$ cat src/rtl/mvm_layer_ctrl.sv
// Sequencing FSM for one fully-connected layer: loads the x vector, walks G row
// groups of weight/x reads with MAC enables, then drains each group's results.
module mvm_layer_ctrl #(
    parameter int M = 8,
    parameter int N = 4,
    parameter int P = 2,
    localparam int G  = (M + P - 1) / P,
    localparam int XW = (N > 1) ? $clog2(N) : 1,
    localparam int WW = (G * N > 1) ? $clog2(G * N) : 1,
    localparam int OW = (P > 1) ? $clog2(P) : 1
) (
    input  logic          clk_i,
    input  logic          reset_i,
    input  logic          s_valid_i,
    output logic          s_ready_o,
    output logic          m_valid_o,
    input  logic          m_ready_i,
    output logic          x_wr_en_o,
    output logic [XW-1:0] x_addr_o,
    output logic [WW-1:0] w_addr_o,
    output logic          acc_clr_o,
    output logic          acc_en_o,
    output logic [OW-1:0] out_sel_o
);
    localparam int KW = $clog2(N + 1);
    localparam int GW = (G > 1) ? $clog2(G) : 1;

    localparam logic [XW-1:0] LD_LAST = XW'(N - 1);
    localparam logic [KW-1:0] K_END   = KW'(N);
    localparam logic [KW-1:0] K_ONE   = KW'(1);
    localparam logic [GW-1:0] G_LAST  = GW'(G - 1);
    localparam logic [OW-1:0] O_FULL  = OW'(P - 1);
    localparam logic [OW-1:0] O_TAIL  = OW'(M - (G - 1) * P - 1);

    typedef enum logic [1:0] {
        LOAD    = 2'd0,
        COMPUTE = 2'd1,
        DRAIN   = 2'd2
    } state_t;

    state_t        state_q, state_d;
    logic [XW-1:0] ld_q, ld_d;
    logic [KW-1:0] k_q, k_d;
    logic [GW-1:0] g_q, g_d;
    logic [OW-1:0] o_q, o_d;
    logic [OW-1:0] o_last;

    always_comb begin
        state_d = state_q;
        ld_d    = ld_q;
        k_d     = k_q;
        g_d     = g_q;
        o_d     = o_q;
        // the last group may be short when P does not divide M
        o_last  = (g_q == G_LAST) ? O_TAIL : O_FULL;
        case (state_q)
            LOAD: begin
                if (s_valid_i) begin
                    if (ld_q == LD_LAST) begin
                        ld_d    = '0;
                        g_d     = '0;
                        k_d     = '0;
                        state_d = COMPUTE;
                    end else begin
                        ld_d = ld_q + 1'b1;
                    end
                end
            end
            COMPUTE: begin
                if (k_q == K_END) begin
                    k_d     = '0;
                    o_d     = '0;
                    state_d = DRAIN;
                end else begin
                    k_d = k_q + 1'b1;
                end
            end
            DRAIN: begin
                if (m_ready_i) begin
                    if (o_q == o_last) begin
                        o_d = '0;
                        if (g_q != G_LAST) begin
                            g_d     = g_q + 1'b1;
                            k_d     = '0;
                            state_d = COMPUTE;
                        end else begin
                            g_d     = '0;
                            state_d = LOAD;
                        end
                    end else begin
                        o_d = o_q + 1'b1;
                    end
                end
            end
            default: begin
                state_d = LOAD;
                ld_d    = '0;
                k_d     = '0;
                g_d     = '0;
                o_d     = '0;
            end
        endcase
    end

    always_ff @(posedge clk_i) begin
        if (reset_i) begin
            state_q <= LOAD;
            ld_q    <= '0;
            k_q     <= '0;
            g_q     <= '0;
            o_q     <= '0;
        end else begin
            state_q <= state_d;
            ld_q    <= ld_d;
            k_q     <= k_d;
            g_q     <= g_d;
            o_q     <= o_d;
        end
    end

    // Reads issued at k land one cycle later, so the MACs run on k = 1..N.
    always_comb begin
        s_ready_o = 1'b0;
        m_valid_o = 1'b0;
        x_wr_en_o = 1'b0;
        x_addr_o  = '0;
        w_addr_o  = '0;
        acc_clr_o = 1'b0;
        acc_en_o  = 1'b0;
        out_sel_o = '0;
        if (!reset_i) begin
            case (state_q)
                LOAD: begin
                    s_ready_o = 1'b1;
                    x_wr_en_o = s_valid_i;
                    x_addr_o  = ld_q;
                end
                COMPUTE: begin
                    if (k_q != K_END) begin
                        x_addr_o = k_q[XW-1:0];
                        w_addr_o = WW'(int'(g_q) * N + int'(k_q));
                    end
                    acc_en_o  = (k_q != '0);
                    acc_clr_o = (k_q == K_ONE);
                end
                DRAIN: begin
                    m_valid_o = 1'b1;
                    out_sel_o = o_q;
                end
                default: begin
                    s_ready_o = 1'b0;
                end
            endcase
        end
    end
endmodule

$ cat config.mk
export PLATFORM = sky130hd
export DESIGN_NAME = mvm_layer_ctrl
export DESIGN_NICKNAME = d
export VERILOG_FILES = /design/src/rtl/mvm_layer_ctrl.sv
export SDC_FILE = /design/constraint.sdc
export NUM_CORES = 1
export LEC_CHECK = 0
export ABC_AREA = 1
export BUFFER_PORTS_ARGS = -buffer_cell sky130_fd_sc_hd__buf_2
export CORE_MARGIN = 5
export CORE_UTILIZATION = 40
export DETAILED_ROUTE_END_ITERATION = 16
export PLACE_DENSITY = 0.64
export SYNTH_ARGS = -nofsm -noshare
export SYNTH_HDL_FRONTEND = slang
export SYNTH_SLANG_ARGS = --single-unit
export TNS_END_PERCENT = 30
$ cat constraint.sdc
create_clock -name clk_i -period 1.9 [get_ports clk_i]
set_clock_uncertainty 0.2 [all_clocks]
set_input_delay 0.475 -clock clk_i [delete_from_list [all_inputs] [get_ports clk_i]]
set_output_delay 0.475 -clock clk_i [all_outputs]
set_load 0.05 [all_outputs]
======== Yosys cells after proc, flatten, opt, wreduce, memory -nomap -nowiden ========
Cells that the tools add are included.
W data, S select, Z words.
storage, ports and cells
  word-level logic and storage cells ...... 79
  bits in registers ....................... 10
  output and inout bits ................... 12
  input bits .............................. 4
operators by class
  bitwise logic cells ..................... 3
  equal/unequal tests ..................... 13
  muxes and demuxes ....................... 45
  reductions and logical operators ........ 8
  $add $sub $neg .......................... 5
operators by type and width
  cell                   number
  $mux W2                14
  $mux W3                6
  $mux W1                16
  $reduce_and A5 Y1      3
  $ne A2 B2 Y1 const B   7
  $mux W4                3
  $pmux W2 S3            2
  $pmux W3 S3            1
  $pmux W2 S2            2
  $add A2 B1 Y2 const B  2
  $add A4 B3 Y4          1
  $eq A2 B2 Y1 const B   2
  $add A3 B1 Y3 const B  1
  $eq A3 B1 Y1 const B   1
  $eq A3 B3 Y1 const B   1
  $ne A3 B3 Y1 const B   1
  $not A1 Y1             3
  $pmux W1 S3            1
  $reduce_and A3 Y1      1
  $reduce_bool A3 Y1     1
  $eq A2 B1 Y1 const B   1
  $logic_not A2 Y1       1
  $reduce_and A2 Y1      1
  $reduce_or A2 Y1       1
  $add A1 B1 Y1 const B  1

======== Depth between registers and ports, before layout ========
  depth after elaboration ................. 5
  mapped depth ............................ 9
  gate-level depth less buffers ........... 9

======== Worst setup path before layout ========
Ideal clock, no wire load.
  path type ............................... flip-flop to output port
  start point ............................. reg state_q[0]
  end point ............................... out x_wr_en_o
  cell stages (with the launch flop) ...... 6
  data required time ...................... 1.225 ns
  path buffers ............................ 1
  arrival ................................. 1.801 ns
  slack ................................... -0.576 ns
  cells stage by stage .................... dfxtp_1 > inv_1 > ha_1 > buf_6 > inv_2 > nor3_1
on the way
  word-level cells in the longest chain between the ends .. 3
ends and longest elaborated chain
  element                   line  source
  start: declaration        41    state_t state_q, state_d;
  start signal: assignment  113   state_q <= state_d;
  $logic_not A2 Y1          132   case (state_q)
  $mux W1                   132
  $mux W1                   131   if (!reset_i) begin
  end: declaration          18    output logic x_wr_en_o,
No other way between the ends.

======== Final worst setup path ========
  start point ............................. reg state_q[0]
  end point ............................... out out_sel_o
on the way
  word-level cells in the longest chain between the ends .. 3
ends and longest elaborated chain
  element           line  source
  $eq A2 B2 Y1      132
  $mux W1           132
  $mux W1           131
  end: declaration  23    output logic [OW-1:0] out_sel_o
No other way between the ends.

==> results.json <==
{
  "drc": 0,
  "synth_top_cell_area_share": 0.2504,
  "dp.cells": 180,
  "routabilityCongestion": 0.8167,
  "setup_tns_ns": -1.041,
  "vias": 865,
  "die_h_um": 54.71,
  "die_w_um": 54.71,
  "grt_pass1_wl_mm": 3.505,
  "outcome": "finished, violations left",
  "rr_startpoint": "state_q[0]",
  "path_cells": "inv_2 -> buf_4 -> ha_2 -> inv_2 -> nor3_2 -> buf_6",
  "fill_cells": 160,
  "syn_area_per_cell_sq_um": 6.500,
  "core_area_sq_um": 1942,
  "hold_path_end": "ld_q[1]",
  "area.growth.synth_to_final_pct": 66.35,
  "finalPower_mw": 1.565,
  "regArea_sq_um": 207.7,
  "crit_slowest_cell": "dfxtp_4",
  "max_freq_mhz": 489.8,
  "h-tree-depth": 1,
  "synth_fp_nets": 137,
  "grt_max_degree": 11,
  "rsz0062_at_grt": "true",
  "grt_pass1_vias": 808,
  "tritoncts": "built",
  "antenna_cells": 0,
  "track_usage": 0.1644,
  "die-area_sq_um": 2993,
  "min_from": "ld_q[1]",
  "stdcell_count": 186,
  "placed_area_sq_um": 1081,
  "fin_crit_sh": 1.074,
  "holdWs_ns": 0.2903,
  "p_leak_nw": 0.5857,
  "globalRoute.totalOverflow": 0,
  "synth-seq-cells": 10,
  "antenna_found_initial": 0,
  "violations": "setup timing",
  "vdd_drop_max_mv": 0.8311,
  "cts_max_path_buffers": 2,
  "numCtsBuffers": 3,
  "clk_pin_slew_ns": 0.08,
  "ctsRootBufferMaster": "clkbuf_4",
  "synth.largest_area_cell": "dfxtp_1",
  "powerDensity_nw_per_um2": 1176,
  "setup_viol": 12,
  "detail_route.vias_per_cell": 4.651,
  "ios": 16,
  "synthesis.area_sq_um": 799.5,
  "synth.distinct_cells": 22,
  "crit_type": "reg -> out",
  "slowest_delay_ns": 0.37,
  "port_buffers": 15,
  "worst_slew_pin_slew_ns": 0.2778,
  "r2r_slack_ns": 0.14,
  "cp_common_cell": "inv_2",
  "dp_slack_ns": -0.06044,
  "worst_slack_ns": -0.1415,
  "synth_cells": 123,
  "drt-pass1-iter-count": 4,
  "row_count": 16,
  "max_slew_margin": 0.8146,
  "drv_slew": 0,
  "cp.required_ns": 1.22,
  "final_hold_viol_count": 0,
  "worstHoldPathCells": 2,
  "critical_path.endpoint_type": "primary output",
  "multi_input_area_sq_um": 666.9,
  "clk-insertion-delay-late_ns": 0.27,
  "fin_crit_ns": 2.042,
  "ant_nets": 0,
  "hold_class": "reg -> reg",
  "start_util": 0.4117,
  "start_kind": "flop",
  "drv_cap": 0,
  "wl_per_cell_um": 11.20,
  "ys_seq_area_frac": 0.2504,
  "crit_arrival_ns": 1.37,
  "reg2reg_depth": 10,
  "ys_warn_count": 0,
  "hpwl_mm": 1.493,
  "reg2reg_to": "k_q[2]",
  "fin_area_sq_um": 1330,
  "first_iter_violations": 6,
  "nNetsFinal": 174,
  "clock_sinks": 10,
  "final_core_util": 0.6849,
  "netlist_top_cells_area": "dfxtp_1, ha_1, nand2_1, nor2_1, inv_1",
  "cp_max_fo": 4,
  "drive_gt1_frac": 0.5031,
  "totalWireLength_mm": 2.084
}
Yosys cell counts (all sizes together):
cell type and number:
nor2 28, o21ai 2, a21o 1, xnor2 1
nand2 33, dfxtp 10, a21oi 7, clkinv 1
nand3 8, ha 10, buf 2, o21bai 2
inv 16, nor3 2
repair_timing:
action	4_1_cts	5_1_grt
hold buffers	0	0
buffers inserted	1	1
gates resized for setup	52	5
pin swaps	5	3
setup endpoints to repair	12	13
power breakdown:
group | total [mW] | switching (mW) | internal (mW)
sequential | 0.329 | 0.0514 | 0.278
clock | 0.202 | 0.0851 | 0.117
combinational | 1.03 | 0.564 | 0.470
flip-flops by register name (all words and copies together) (netlist names):
name / flops
k_q: 3
g_q: 2
ld_q: 2
state_q: 2
o_q: 1
worst max-delay path, delay by kind of cell, from the launching register on:
family,cells,cell delay [ns]
buf+inv,4,0.43
fa+ha+maj,1,0.18
simple gates,1,0.12
flops,1,0.37
cell usage in the layout, fill, tap and decap left out:
master / instances
clkbuf_4: 3
nor2_2: 8
ha_2: 1
a21oi_1: 3
buf_2: 3
nand2_2: 4
buf_8: 1
dfxtp_1: 6
a21oi_2: 2
nor2_4: 3
nor3_4: 1
clkbuf_8: 1
a21o_1: 1
nand2_4: 3
buf_12: 2
ha_1: 6
a21oi_4: 2
nand3_4: 2
inv_2: 8
ha_4: 3
nand2_1: 26
o21bai_1: 2
clkinv_1: 1
buf_6: 11
xnor2_1: 1
dfxtp_2: 3
dfxtp_4: 1
nand3_1: 6
nor2_1: 17
inv_1: 8
o21ai_1: 1
o21ai_0: 1
nor3_2: 1
buf_4: 17
layout make-up:
class                      instances  area share
clock buffer                       4     0.02728
sequential                        10      0.1562
timing repair buffer              34      0.2418
tap                               27     0.02540
inverter                          17     0.04798
multi-input combinational         94      0.5014
worst max-delay path by stage:
stage | from | end | slack, ns | depth (start not counted)
2_1_floorplan | state_q[0] | x_wr_en_o | -0.15 | 5
3_3_place_gp | state_q[1] | x_addr_o[1] | -0.05 | 6
3_5_place_dp | state_q[1] | x_addr_o[1] | -0.06 | 6
4_1_cts | state_q[1] | x_addr_o[0] | -0.14 | 6
5_1_grt | state_q[1] | x_wr_en_o | -0.19 | 6
6_report | state_q[0] | out_sel_o | -0.14 | 6
logic make-up (layout without fill, tap and decap cells):
logic type                 after synthesis  in the layout  share of synthesized area
AOI/OAI and AO/OA                       12             12                    0.08919
adders and majority gates               10             10                     0.1565
DFF                                     10             10                     0.2504
buffers and inverters                   19             55                     0.1001
xor gates and xnor gates                 1              1                    0.01096
and+or+nand+nor                         71             71                     0.3928
metal layers:
layer | part of all wire | track usage | wire, um | vias to the layer above
li1 | - | - | - | 451
met1 | 0.43 | 0.1926 | 902 | 401
met2 | 0.53 | 0.2874 | 1095 | 9
met3 | 0.024 | 0.03542 | 49 | 4
met4 | 0.017 | 0.06224 | 36 | 0
met5 | 0 | 0 | 0 | -
Note: power is estimated with default switching activity, not from simulation.
